$ cat config.mk
export PLATFORM = sky130hd
export DESIGN_NAME = address_register_unit
export DESIGN_NICKNAME = d
export VERILOG_FILES = /design/src/rtl/address_register_unit.sv
export SDC_FILE = /design/constraint.sdc
export NUM_CORES = 1
export LEC_CHECK = 0
export ABC_AREA = 0
export BUFFER_PORTS_ARGS = -buffer_cell sky130_fd_sc_hd__buf_2
export CAP_MARGIN = 20
export CORE_UTILIZATION = 35
export DETAILED_ROUTE_END_ITERATION = 16
export PLACE_DENSITY = 0.62
export SETUP_SLACK_MARGIN = 0.05
export SLEW_MARGIN = 20
export SYNTH_ARGS = -nofsm -noshare
export SYNTH_HDL_FRONTEND = slang
export SYNTH_SLANG_ARGS = --single-unit
$ cat constraint.sdc
create_clock -name clk -period 2.15 [get_ports clk]
set_clock_uncertainty 0.15 [all_clocks]
set_input_delay 0.1075 -clock clk [delete_from_list [all_inputs] [get_ports clk]]
set_output_delay 0.1075 -clock clk [all_outputs]
set_load 0.05 [all_outputs]
$ cat src/rtl/address_register_unit.sv
// Address register unit: program counter plus a memory address register
// that is assembled from two operand bytes, low byte first.
module address_register_unit (
  input  logic        clk,
  input  logic        reset,
  input  logic [7:0]  data_in,
  input  logic        byte_valid,
  input  logic        abort,
  input  logic        pc_inc,
  input  logic        pc_load,
  input  logic        mar_inc,
  output logic [15:0] pc_value,
  output logic [15:0] mar_value,
  output logic        addr_ready,
  output logic        jump_err
);

  // state   | meaning
  // A_EMPTY | no address bytes held
  // A_LOW   | low byte held, waiting for high byte
  // A_FULL  | MAR holds a freshly assembled address
  localparam logic [1:0] A_EMPTY = 2'd0;
  localparam logic [1:0] A_LOW   = 2'd1;
  localparam logic [1:0] A_FULL  = 2'd2;

  logic [1:0]  r_state;
  logic [1:0]  w_state_nxt;
  logic [7:0]  r_low;
  logic [15:0] r_pc;
  logic [15:0] r_mar;
  logic        r_jump_err;
  logic        w_byte;
  logic        w_complete;
  logic        w_jump_ok;

  assign w_byte     = byte_valid && !abort;
  assign w_complete = w_byte && (r_state == A_LOW);
  assign w_jump_ok  = pc_load && (r_state == A_FULL);

  // abort beats byte_valid; a new byte beats the post-jump return to A_EMPTY
  always_comb begin
    w_state_nxt = r_state;
    if (abort) begin
      w_state_nxt = A_EMPTY;
    end else if (byte_valid) begin
      w_state_nxt = (r_state == A_LOW) ? A_FULL : A_LOW;
    end else if (w_jump_ok) begin
      w_state_nxt = A_EMPTY;
    end
  end

  always_ff @(posedge clk) begin
    if (reset) begin
      r_state    <= A_EMPTY;
      r_low      <= 8'h00;
      r_mar      <= 16'h0000;
      r_pc       <= 16'h0000;
      r_jump_err <= 1'b0;
    end else begin
      r_state <= w_state_nxt;

      if (abort) begin
        r_low <= 8'h00;
      end else if (w_byte && (r_state != A_LOW)) begin
        r_low <= data_in;
      end

      // completion wins over a same-cycle increment
      if (w_complete) begin
        r_mar <= {data_in, r_low};
      end else if (mar_inc) begin
        r_mar <= r_mar + 16'd1;
      end

      if (pc_load) begin
        if (w_jump_ok) begin
          r_pc <= r_mar;
        end else begin
          r_jump_err <= 1'b1;
        end
      end else if (pc_inc) begin
        r_pc <= r_pc + 16'd1;
      end
    end
  end

  assign pc_value   = r_pc;
  assign mar_value  = r_mar;
  assign addr_ready = (r_state == A_FULL);
  assign jump_err   = r_jump_err;

endmodule
-- After elaboration in Yosys (flattened, before gate mapping)
Cells that the tools add are included.
- input bits: 15
- register bits: 43
- output and inout bits: 34
- reductions and logical operators: 11
- equal/unequal tests: 4
- muxes and demuxes: 8
- bitwise logic cells: 1
- $add $sub $neg: 2
- operators by type and width (kind ; count):
    $mux W16 ; 5
    $add A16 B1 Y16 const B ; 2
    $mux W2 ; 3
    $reduce_bool A2 Y1 ; 3
    $logic_and A1 B1 Y1 ; 4
    $ne A2 B1 Y1 const B ; 2
    $reduce_and A2 Y1 ; 2
    $eq A2 B1 Y1 const B ; 1
    $eq A2 B2 Y1 const B ; 1
    $reduce_or A2 Y1 ; 1
    $logic_not A1 Y1 ; 1
    $not A1 Y1 ; 1

-- Longest topological paths before layout
Gate-level depths: netlist (run 1).
- depth in word-level cells: 4
- mapped depth: 7
- gate-level depth less buffers: 5

-- Least setup slack after synthesis (run 1)
OpenSTA, ideal clock, no wires.
- path kind: register to register
- from: register r_pc[0], in the netlist pc_value[0]
- to: register r_pc[8], in the netlist pc_value[8]
- path buffers: 0
- arrival time: 1791 ps
- setup time: 115 ps
- period minus slack after synthesis: 2056 ps
- stages on the path, launching flop included: 6
- path slack: 94 ps
- data required time: 1885 ps
- cell sequence: dfxtp_1 -> ha_1 -> nand3_2 -> nor2_2 -> a311oi_1 -> a2111oi_0
- word-level cells in the longest chain between the ends: 3
- RTL lines (what ; RTL line ; RTL):
    start: declaration ; 29 ; logic [15:0] r_pc;
    start signal: assignment ; 77 ; r_pc <= r_mar;
    start signal: assignment ; 82 ; r_pc <= r_pc + 16'd1;
    $add A16 B1 Y16 ; 82 ;
    $mux W16 ; 81 ; end else if (pc_inc) begin
    $mux W16 ; 75 ; if (pc_load) begin
Every way passes these cells. The select of a mux whose other input is x is not followed.
A chain may end at the register's enable or synchronous reset.

-- Worst setup path after layout (run 1)
- from: register r_pc[0], in the netlist pc_value[0]
- to: register r_pc[14], in the netlist pc_value[14]
Same word-level chain as after synthesis.

==> results of run 1 <==
[worst max path at each step]
stage / start / to / slack [ns] / cells past startpoint
final: pc_value[0]$_SDFFE_PP0P_ / pc_value[14]$_SDFFE_PP0P_ / 0.31 / 5
after global routing: pc_value[0]$_SDFFE_PP0P_ / pc_value[14]$_SDFFE_PP0P_ / 0.11 / 5
after CTS: pc_value[0]$_SDFFE_PP0P_ / pc_value[8]$_SDFFE_PP0P_ / 0.28 / 5
after detailed placement: pc_value[0]$_SDFFE_PP0P_ / pc_value[8]$_SDFFE_PP0P_ / 0.31 / 5
after global placement: pc_value[0]$_SDFFE_PP0P_ / pc_value[8]$_SDFFE_PP0P_ / 0.39 / 5
after floorplan: pc_value[0]$_SDFFE_PP0P_ / pc_value[8]$_SDFFE_PP0P_ / 0.09 / 5
[per-layer routing]
metal	GRT usage, %	routed length, um
met1	26.0	3040
met2	29.1	2860
met5	0	0
met4	5.96	74
met3	4.08	394
[flip-flops by register name (all words and copies together), names as in the netlist]
register / cells
jump_err: 1
mar_value: 16
pc_value: 16
r_low: 8
r_state: 2
[cells in the mapped netlist, types with 3 or more instances]
master     n  area [sq um]
a211oi_1  15           113
a21oi_1   11          55.1
a311oi_1   3          26.3
a31oi_1    8          50.1
buf_2      5          25.0
clkbuf_1   9          33.8
dfxtp_1   43           861
inv_1      8          30.0
mux2i_1   11           110
nand2_1   19          71.3
nand3_1    5          25.0
nand3b_1   5          37.5
nand4_1    9          56.3
nor2_1    40           150
nor3_1     7          35.0
nor4_1     9          56.3
o21ai_0    7          35.0
o22ai_1    4          25.0
xnor2_1    8          70.1
xor2_1     4          35.0
[layout by cell type (no fill, tap or decap), types with 7 or more instances in the layout]
cell and count:
a211oi_1 15, a21oi_1 11, a31oi_1 8, buf_2 48, buf_4 9, clkbuf_8 7, dfxtp_1 43, dlygate4sd3_1 8
inv_1 8, mux2i_1 11, nand2_1 19, nand4_1 9, nor2_1 40, nor3_1 7, nor4_1 9, o21ai_0 7
xnor2_1 8
[repair_timing]
item,in CTS,in global routing
resized for setup,0,2
setup buffers,0,0
setup endpoints to repair,0,1
endpoints found under the hold margin,13,0
hold buffers,8,0
[power by group through the flow]
stage	Combinational (uW)	Sequential, uW	Clock, uW
2_1_floorplan	107	924	0
3_3_place_gp	238	864	0
3_5_place_dp	238	865	0
4_1_cts	250	846	589
5_1_grt	270	851	627
6_report	249	846	579
[cell type report]
type / instances / area, sq um
Multi-Input combinational cell: 211 / 1350
Inverter: 8 / 30.0
Tap cell: 77 / 96.3
Timing Repair Buffer: 65 / 388
Sequential cell: 43 / 861
Fill cell: 634 / 3520
Clock buffer: 7 / 96.3
Clock inverter: 1 / 7.51
[critical path: stages (launching register included)]
cell	delay (ns)
dfxtp_1	0.44
ha_1	0.26
nand3_2	0.17
nor4_1	0.42
o22ai_1	0.14
a21o_1	0.17
[per-stage QoR]
step                      util [%]  worst slack [ns]
after floorplan                  -            0.0943
after global placement        41.6             0.390
after detailed placement      41.6             0.309
after CTS                     44.5             0.279
after global routing          44.6             0.105
final                         44.6             0.307
[kinds of logic (layout without fill, tap and decap cells)]
group	Yosys count	count (layout)	share of synthesized area [%]
AOI/OAI and AO/OA	67	67	20.0
adders and majority gates	2	2	1.08
buffers and inverters	26	81	4.71
muxes	11	11	4.76
xor gates and xnor gates	12	12	4.54
and+or+nand+nor	119	119	27.7
DFF	43	43	37.2
==> impl_metrics.json, run 1 <==
{
  "hold_violations": 0,
  "finalWirelength_um": 6360,
  "rr_worst_depth": 5,
  "vias": 2313,
  "gp_congestion": 0.801,
  "layout.cells.non_filler": 412,
  "yosysWarnings": 0,
  "p_clk_share_pct": 34.6,
  "startpoint_type": "flip-flop",
  "peakVddDrop_mv": 0.391,
  "period_minus_slack_ns": 1.84,
  "drc_errors": 0,
  "drive_gt1_share_pct": 23.0,
  "path_clk_slew_ns": 0.09,
  "numPortBuffers": 48,
  "viasPerCell": 5.61,
  "seq_area_frac_synth_pct": 37.2,
  "r2r_setup_slack_ns": 0.31,
  "finalMaxSlewViolations": 0,
  "synth_cells": 280,
  "num_antenna_cells": 0,
  "fin_crit_sh_pct": 85.7,
  "min_from": "byte_valid",
  "cts_tree": "done",
  "fp.dieH_um": 83.3,
  "grt_max_degree": 28,
  "fp.dieW_um": 83.3,
  "max_cap_viol_count": 0,
  "p_comb_share_pct": 14.9,
  "leakagePower_uw": 0.00110,
  "worstHoldEndpoint": "r_state[0]$_SDFFE_PP0P_",
  "hp-class": "primary input to flip-flop",
  "yosysUniqueCellTypes": 56,
  "swShare_pct": 28.4,
  "path_class": "flip-flop to flip-flop",
  "crit_arrival_ns": 1.89,
  "finalPower_uw": 1670,
  "fp.dieArea_sq_mm": 0.00694,
  "final_cell_area_sq_mm": 0.00283,
  "tightest_slew_ns": 0.603,
  "grt_pass1_wl_um": 10500,
  "clockBufferDepth": 2,
  "grtUsageTotal_pct": 18.8,
  "start_util_pct": 36.4,
  "fmax_mhz": 543,
  "grt_pass1_vias": 2152,
  "rsz0062_at_grt": "false",
  "synth_seq_cells": 43,
  "slew_headroom_pct": 59.8,
  "place_inst": 396,
  "internal-power_uw": 1200,
  "status": "complete, no violations",
  "synth_flop_cell": "dfxtp_1",
  "wl_per_cell_um": 15.4,
  "cts_buffers": 5,
  "holdPathStages": 3,
  "async_reset_ff_share_pct": 0,
  "areaGrowthSynthToFinish_pct": 22.3,
  "num-nets-final": 351,
  "ant_nets": 0,
  "end_kind": "flip-flop",
  "final.setup.tns_ns": 0,
  "root_buffer": "clkbuf_8",
  "synth_nets": 297,
  "synth_edf_count": 0,
  "dpl_cell_area_sq_mm": 0.00264,
  "crit_required_ns": 2.19,
  "drt-pass1-iter-count": 4,
  "globalRouteOverflowTotal": 0,
  "cts.sinks": 43,
  "h-tree-depth": 2,
  "coreArea_sq_mm": 0.00635,
  "drt_iter0_drc": 146,
  "hold_slack_ns": 0.0155,
  "rr_endpoint": "pc_value[14]$_SDFFE_PP0P_",
  "ios": 49,
  "p_switching_uw": 476,
  "p_per_area_mw_per_mm2": 592,
  "r2r_start": "pc_value[0]$_SDFFE_PP0P_",
  "dpl.hpwl_um": 4610,
  "rows": 29,
  "clk_latency_ns": 0.29,
  "worstPathMaxFanout": 7,
  "synth_area_per_cell_sq_um": 8.26,
  "antenna_found_initial": 0,
  "timing.final.setup_violations": 0,
  "power_frac_seq_pct": 50.5,
  "synthesis.area_sq_mm": 0.00231
}
No activity file was read; power rests on OpenSTA's default activity.
==> inputs of run 2 (changes only) <==
--- a/config.mk
+++ b/config.mk
@@ -11,2 +11,3 @@
 export CORE_UTILIZATION = 35
+export CTS_BUF_LIST = sky130_fd_sc_hd__clkbuf_2
 export DETAILED_ROUTE_END_ITERATION = 16
==> constraint.sdc (replaced) <==
create_clock -name clk -period 2.15 [get_ports clk]
set_clock_uncertainty 0.15 [all_clocks]
set_input_delay 0.43 -clock clk [delete_from_list [all_inputs] [get_ports clk]]
set_output_delay 0.43 -clock clk [all_outputs]
set_load 0.05 [all_outputs]
==> run 2 against run 1 <==
Net effect: register-to-register slack got worse by 0.07 ns; global-route usage increased by 0.36 points; flip-flop and latch count unchanged; cell count decreased by 1.7%; sequential share of layout area increased by 1.3 points; combinational power decreased by 4%; worst setup slack got worse by 0.15 ns; via count about the same; utilization decreased by 1.7 points; critical path type is now flip-flop to output pin; largest cell class unchanged; largest power group unchanged; highest routed layer unchanged.
==> impl_metrics.json, run 2 (synthesis results as in run 1) <==
{
  "vias": 2314,
  "gp_congestion": 0.871,
  "numPortBuffers": 48,
  "antenna_found_initial": 0,
  "final_cell_mix": "buf_2, dfxtp_1, nor2_1",
  "hp-class": "primary input to flip-flop",
  "fillers": 656,
  "fp.dieH_um": 83.3,
  "min_from": "data_in[5]",
  "path_clk_slew_ns": 0.23,
  "fp.dieW_um": 83.3,
  "cp_slowest_cell": "dfxtp_4",
  "worstPathMaxFanout": 10,
  "finalMaxSlewViolations": 0,
  "finalWirelength_um": 6320,
  "grt_pass1_vias": 2168,
  "cts-hold-fix-buffers": 0,
  "rr_endpoint": "pc_value[8]$_SDFFE_PP0P_",
  "drive_gt1_share_pct": 24.1,
  "place_inst": 398,
  "cp_slowest_stage_delay_ns": 0.46,
  "peakVddDrop_mv": 0.333,
  "num-nets-final": 345,
  "layout_commonest_cell": "buf_2",
  "r2r_start": "pc_value[0]$_SDFFE_PP0P_",
  "holdPathStages": 3,
  "path_class": "flip-flop to output pin",
  "slew_headroom_pct": 69.4,
  "ios": 49,
  "drt-pass1-iter-count": 7,
  "ant_nets": 0,
  "fmax_mhz": 503,
  "viasPerCell": 5.71,
  "path_cells": "nor2b_1, clkbuf_4",
  "drt_iter0_drc": 194,
  "h-tree-depth": 2,
  "wl_per_cell_um": 15.6,
  "globalRouteOverflowTotal": 0,
  "end_kind": "output pin",
  "max_cap_viol_count": 0,
  "path_buf_inv": 1,
  "rows": 29,
  "layout.cells.non_filler": 405,
  "grt_pass1_wl_um": 10800,
  "coreArea_sq_mm": 0.00635,
  "clk_latency_ns": 0.41,
  "cts.sinks": 43,
  "fp.dieArea_sq_mm": 0.00694,
  "clockBufferDepth": 2,
  "hold_violations": 0,
  "status": "complete, no violations",
  "crit_required_ns": 1.57,
  "num_antenna_cells": 0,
  "timing.final.setup_violations": 0,
  "leakagePower_uw": 0.00106,
  "grtUsageTotal_pct": 19.2,
  "r2r_setup_slack_ns": 0.24,
  "fin_crit_sh_pct": 92.5,
  "crit_arrival_ns": 1.41,
  "final.setup.tns_ns": 0,
  "start_util_pct": 36.4,
  "p_per_area_mw_per_mm2": 569,
  "dpl.hpwl_um": 4580,
  "ff_latch_area_sq_um": 865,
  "areaGrowthSynthToFinish_pct": 17.7,
  "drc_errors": 0,
  "tightest_slew_ns": 0.459,
  "cts_buffers": 5,
  "cp.depth": 2,
  "post_cts_buffers": 0,
  "critPathTopFamily": "flip-flops",
  "grt_max_degree": 26,
  "cts_tree": "done",
  "startpoint_type": "flip-flop",
  "rr_worst_depth": 5,
  "worstHoldEndpoint": "r_low[5]$_SDFFE_PP0P_",
  "rsz0062_at_grt": "false",
  "period_minus_slack_ns": 1.99,
  "multi_input_area_sq_mm": 0.00135,
  "root_buffer": "clkbuf_2",
  "finalPower_uw": 1550
}
run 2: final cells by class:
class | count | area share [%]
Clock inverter | 2 | 1.38
Inverter | 8 | 1.10
Tap cell | 77 | 3.54
Clock buffer | 5 | 0.919
Sequential cell | 43 | 31.7
Multi-Input combinational cell | 211 | 49.4
Timing Repair Buffer | 59 | 11.9
run 2: power by group:
| group | switching, uW | internal [uW] |
|---|---|---|
| sequential | 27.0 | 822 |
| combinational | 161 | 78.8 |
| clock | 273 | 190 |
| total | 461 | 1090 |
run 2: worst max path at each step:
stage | from | end | slack [ns]
floorplan | pc_value[0]$_SDFFE_PP0P_ | pc_value[8]$_SDFFE_PP0P_ | 0.09
CTS | r_state[1]$_SDFFE_PP0P_ | addr_ready | 0.09
finish | r_state[1]$_SDFFE_PP0P_ | addr_ready | 0.16
global route | r_state[1]$_SDFFE_PP0P_ | addr_ready | 0.05
global placement | pc_value[0]$_SDFFE_PP0P_ | pc_value[14]$_SDFFE_PP0P_ | 0.32
detailed placement | pc_load | pc_value[8]$_SDFFE_PP0P_ | 0.27
run 2: stage by stage:
stage / worst slack (ns) / util [%] / hold WS [ns] / cell area, sq um
after global placement: 0.323 / 41.8 / 0.312 / 2650
final: 0.160 / 42.9 / 0.0915 / 2720
after global routing: 0.0502 / 42.9 / 0.0572 / 2720
after floorplan: 0.0943 / - / 0.314 / 2310
after CTS: 0.0877 / 42.8 / 0.0663 / 2720
after detailed placement: 0.267 / 41.8 / 0.319 / 2650
run 2: timing repair:
action / 4_1_cts / 5_1_grt
resized for setup: 1 / 3
setup endpoints to repair: 1 / 2
cloned: 0 / 0
run 2: worst min-delay path: cells and delay by family:
family / cells / cell delay [ns]
buf+inv: 1 / 0.09
mux: 1 / 0.06
simple gates: 1 / 0.07
run 2: metal layers:
metal  global-route usage, %  share of wire [%]  wire (um)
met1                    26.4                 45       2870
met2                    30.3                 46       2910
met3                    3.98                7.5        475
met4                    5.64                1.1         70
met5                       0                  0          0
==> inputs of run 3 (changes only) <==
Settings changed: CORE_UTILIZATION 35 to 44, PLACE_DENSITY 0.62 to 0.74.
==> run 3 against run 2 <==
Net effect: global-route usage is 4.7 points higher; flip-flop and latch count unchanged; cell count down 2.2%; cell area is 1.0% lower; maximum frequency shrank 0.27%; hold slack worse by 0.0013 ns; non-clock buffer count down 3; combinational power is 6% lower; utilization rose by 10 points; critical path type unchanged; register-to-register slack got worse by 0.03 ns; routed wire length is 2.2% lower; count of clock-buffer cells in the layout unchanged; highest routed layer unchanged.
==> impl_metrics.json, run 3 (synthesis results as in run 1) <==
{
  "crit_end": "addr_ready",
  "worstPathMaxFanout": 10,
  "gp_congestion": 0.944,
  "fp.dieArea_sq_mm": 0.00555,
  "hp-class": "primary input to flip-flop",
  "cp_slowest_stage_delay_ns": 0.48,
  "clk_latency_ns": 0.42,
  "layout_commonest_cell": "buf_2",
  "globalRouteOverflowTotal": 0,
  "p_per_area_mw_per_mm2": 575,
  "drt_iter0_drc": 258,
  "path_clk_slew_ns": 0.24,
  "drive_gt1_share_pct": 23.6,
  "dpl.hpwl_um": 4470,
  "cts_buffers": 5,
  "fmax_mhz": 501,
  "rr_endpoint": "pc_value[14]$_SDFFE_PP0P_",
  "status": "complete, no violations",
  "coreArea_sq_mm": 0.00507,
  "cts_tree": "done",
  "crit_required_ns": 1.57,
  "ant_nets": 0,
  "cts.sinks": 43,
  "grtUsageTotal_pct": 23.9,
  "ios": 49,
  "vias": 2369,
  "crit_arrival_ns": 1.42,
  "startpoint_type": "flip-flop",
  "grt_pass1_wl_um": 10100,
  "final_cell_mix": "buf_2, dfxtp_1, nor2_1",
  "drt-pass1-iter-count": 5,
  "timing.final.setup_violations": 0,
  "cts-hold-fix-buffers": 0,
  "rr_worst_depth": 5,
  "period_minus_slack_ns": 2.00,
  "hold_violations": 0,
  "place_inst": 388,
  "finalMaxSlewViolations": 0,
  "finalWirelength_um": 6180,
  "wl_per_cell_um": 15.6,
  "root_buffer": "clkbuf_2",
  "path_class": "flip-flop to output pin",
  "antenna_found_initial": 0,
  "r2r_start": "pc_value[1]$_SDFFE_PP0P_",
  "peakVddDrop_mv": 0.361,
  "drc_errors": 0,
  "slew_headroom_pct": 60.9,
  "path_cells": "nor2b_1, clkbuf_4",
  "numPortBuffers": 48,
  "grt_pass1_vias": 2127,
  "viasPerCell": 5.98,
  "tightest_slew_ns": 0.587,
  "leakagePower_uw": 0.00105,
  "clockBufferDepth": 2,
  "cp_slowest_cell": "dfxtp_2",
  "layout.cells.non_filler": 396,
  "rsz0062_at_grt": "false",
  "start_util_pct": 45.6,
  "areaGrowthSynthToFinish_pct": 16.5,
  "max_cap_viol_count": 0,
  "h-tree-depth": 2,
  "fin_crit_sh_pct": 92.8,
  "num-nets-final": 342,
  "final.setup.tns_ns": 0,
  "fp.dieH_um": 74.5,
  "num_antenna_cells": 0,
  "critPathLaunch": "r_state[1]$_SDFFE_PP0P_",
  "fp.dieW_um": 74.5,
  "rows": 26,
  "r2r_setup_slack_ns": 0.21,
  "end_kind": "output pin",
  "grt_max_degree": 30
}
[run 3: worst max-delay path, delay by kind of cell (launching register included)]
family,cells,cell delay [ns]
buffers and inverters,1,0.28
AND/OR/NAND/NOR,1,0.25
flip-flops,1,0.48
[run 3: per-layer routing]
| metal | up-vias | track usage, % | part of all wire, % |
|---|---|---|---|
| met4 | 0 | 10.5 | 2.4 |
| met3 | 21 | 5.28 | 7.8 |
| li1 | 1127 | - | - |
| met2 | 127 | 37.1 | 45 |
| met1 | 1094 | 31.9 | 44 |
| met5 | - | 0 | 0 |
[run 3: through the flow]
| stage | setup WS, ns | total power [uW] | area [sq um] | util, % | hold slack [ns] |
|---|---|---|---|---|---|
| finish | 0.155 | 1550 | 2700 | 53.1 | 0.0902 |
| detailed placement | 0.270 | 1090 | 2620 | 51.7 | 0.312 |
| CTS | 0.139 | 1550 | 2690 | 53.0 | 0.0870 |
| global placement | 0.307 | 1090 | 2620 | 51.7 | 0.300 |
| floorplan | 0.0943 | 1030 | 2310 | - | 0.314 |
| global route | 0.0568 | 1610 | 2700 | 53.1 | 0.0810 |
[run 3: what timing repair did]
action                     4_1_cts  5_1_grt
setup buffers                    0        0
pin swaps                        0        0
gates resized for setup          1        3
setup endpoints to repair        1        2
[run 3: final cells by class]
class	count	area, sq um
tap	70	87.6
fill	511	2380
clock inverter	3	38.8
multi-input combinational	211	1350
inverter	8	30.0
clock buffer	5	25.0
timing repair buffer	56	303
sequential	43	863
[run 3: how the worst min path moves through the flow]
stage,startpoint,to,slack [ns],depth (start not counted)
5_1_grt,data_in[5],r_low[5]$_SDFFE_PP0P_,0.08,3
6_report,data_in[2],r_low[2]$_SDFFE_PP0P_,0.09,3
3_3_place_gp,jump_err$_SDFFE_PP0P_,jump_err$_SDFFE_PP0P_,0.30,2
3_5_place_dp,jump_err$_SDFFE_PP0P_,jump_err$_SDFFE_PP0P_,0.31,2
2_1_floorplan,r_low[0]$_SDFFE_PP0P_,r_low[0]$_SDFFE_PP0P_,0.31,2
4_1_cts,data_in[2],r_low[2]$_SDFFE_PP0P_,0.09,3
[run 3: power by group]
group | total, uW | internal (uW) | switching (uW)
Clock | 469 | 191 | 277
Combinational | 225 | 73.1 | 152
Sequential | 856 | 823 | 32.8
Total | 1550 | 1090 | 463
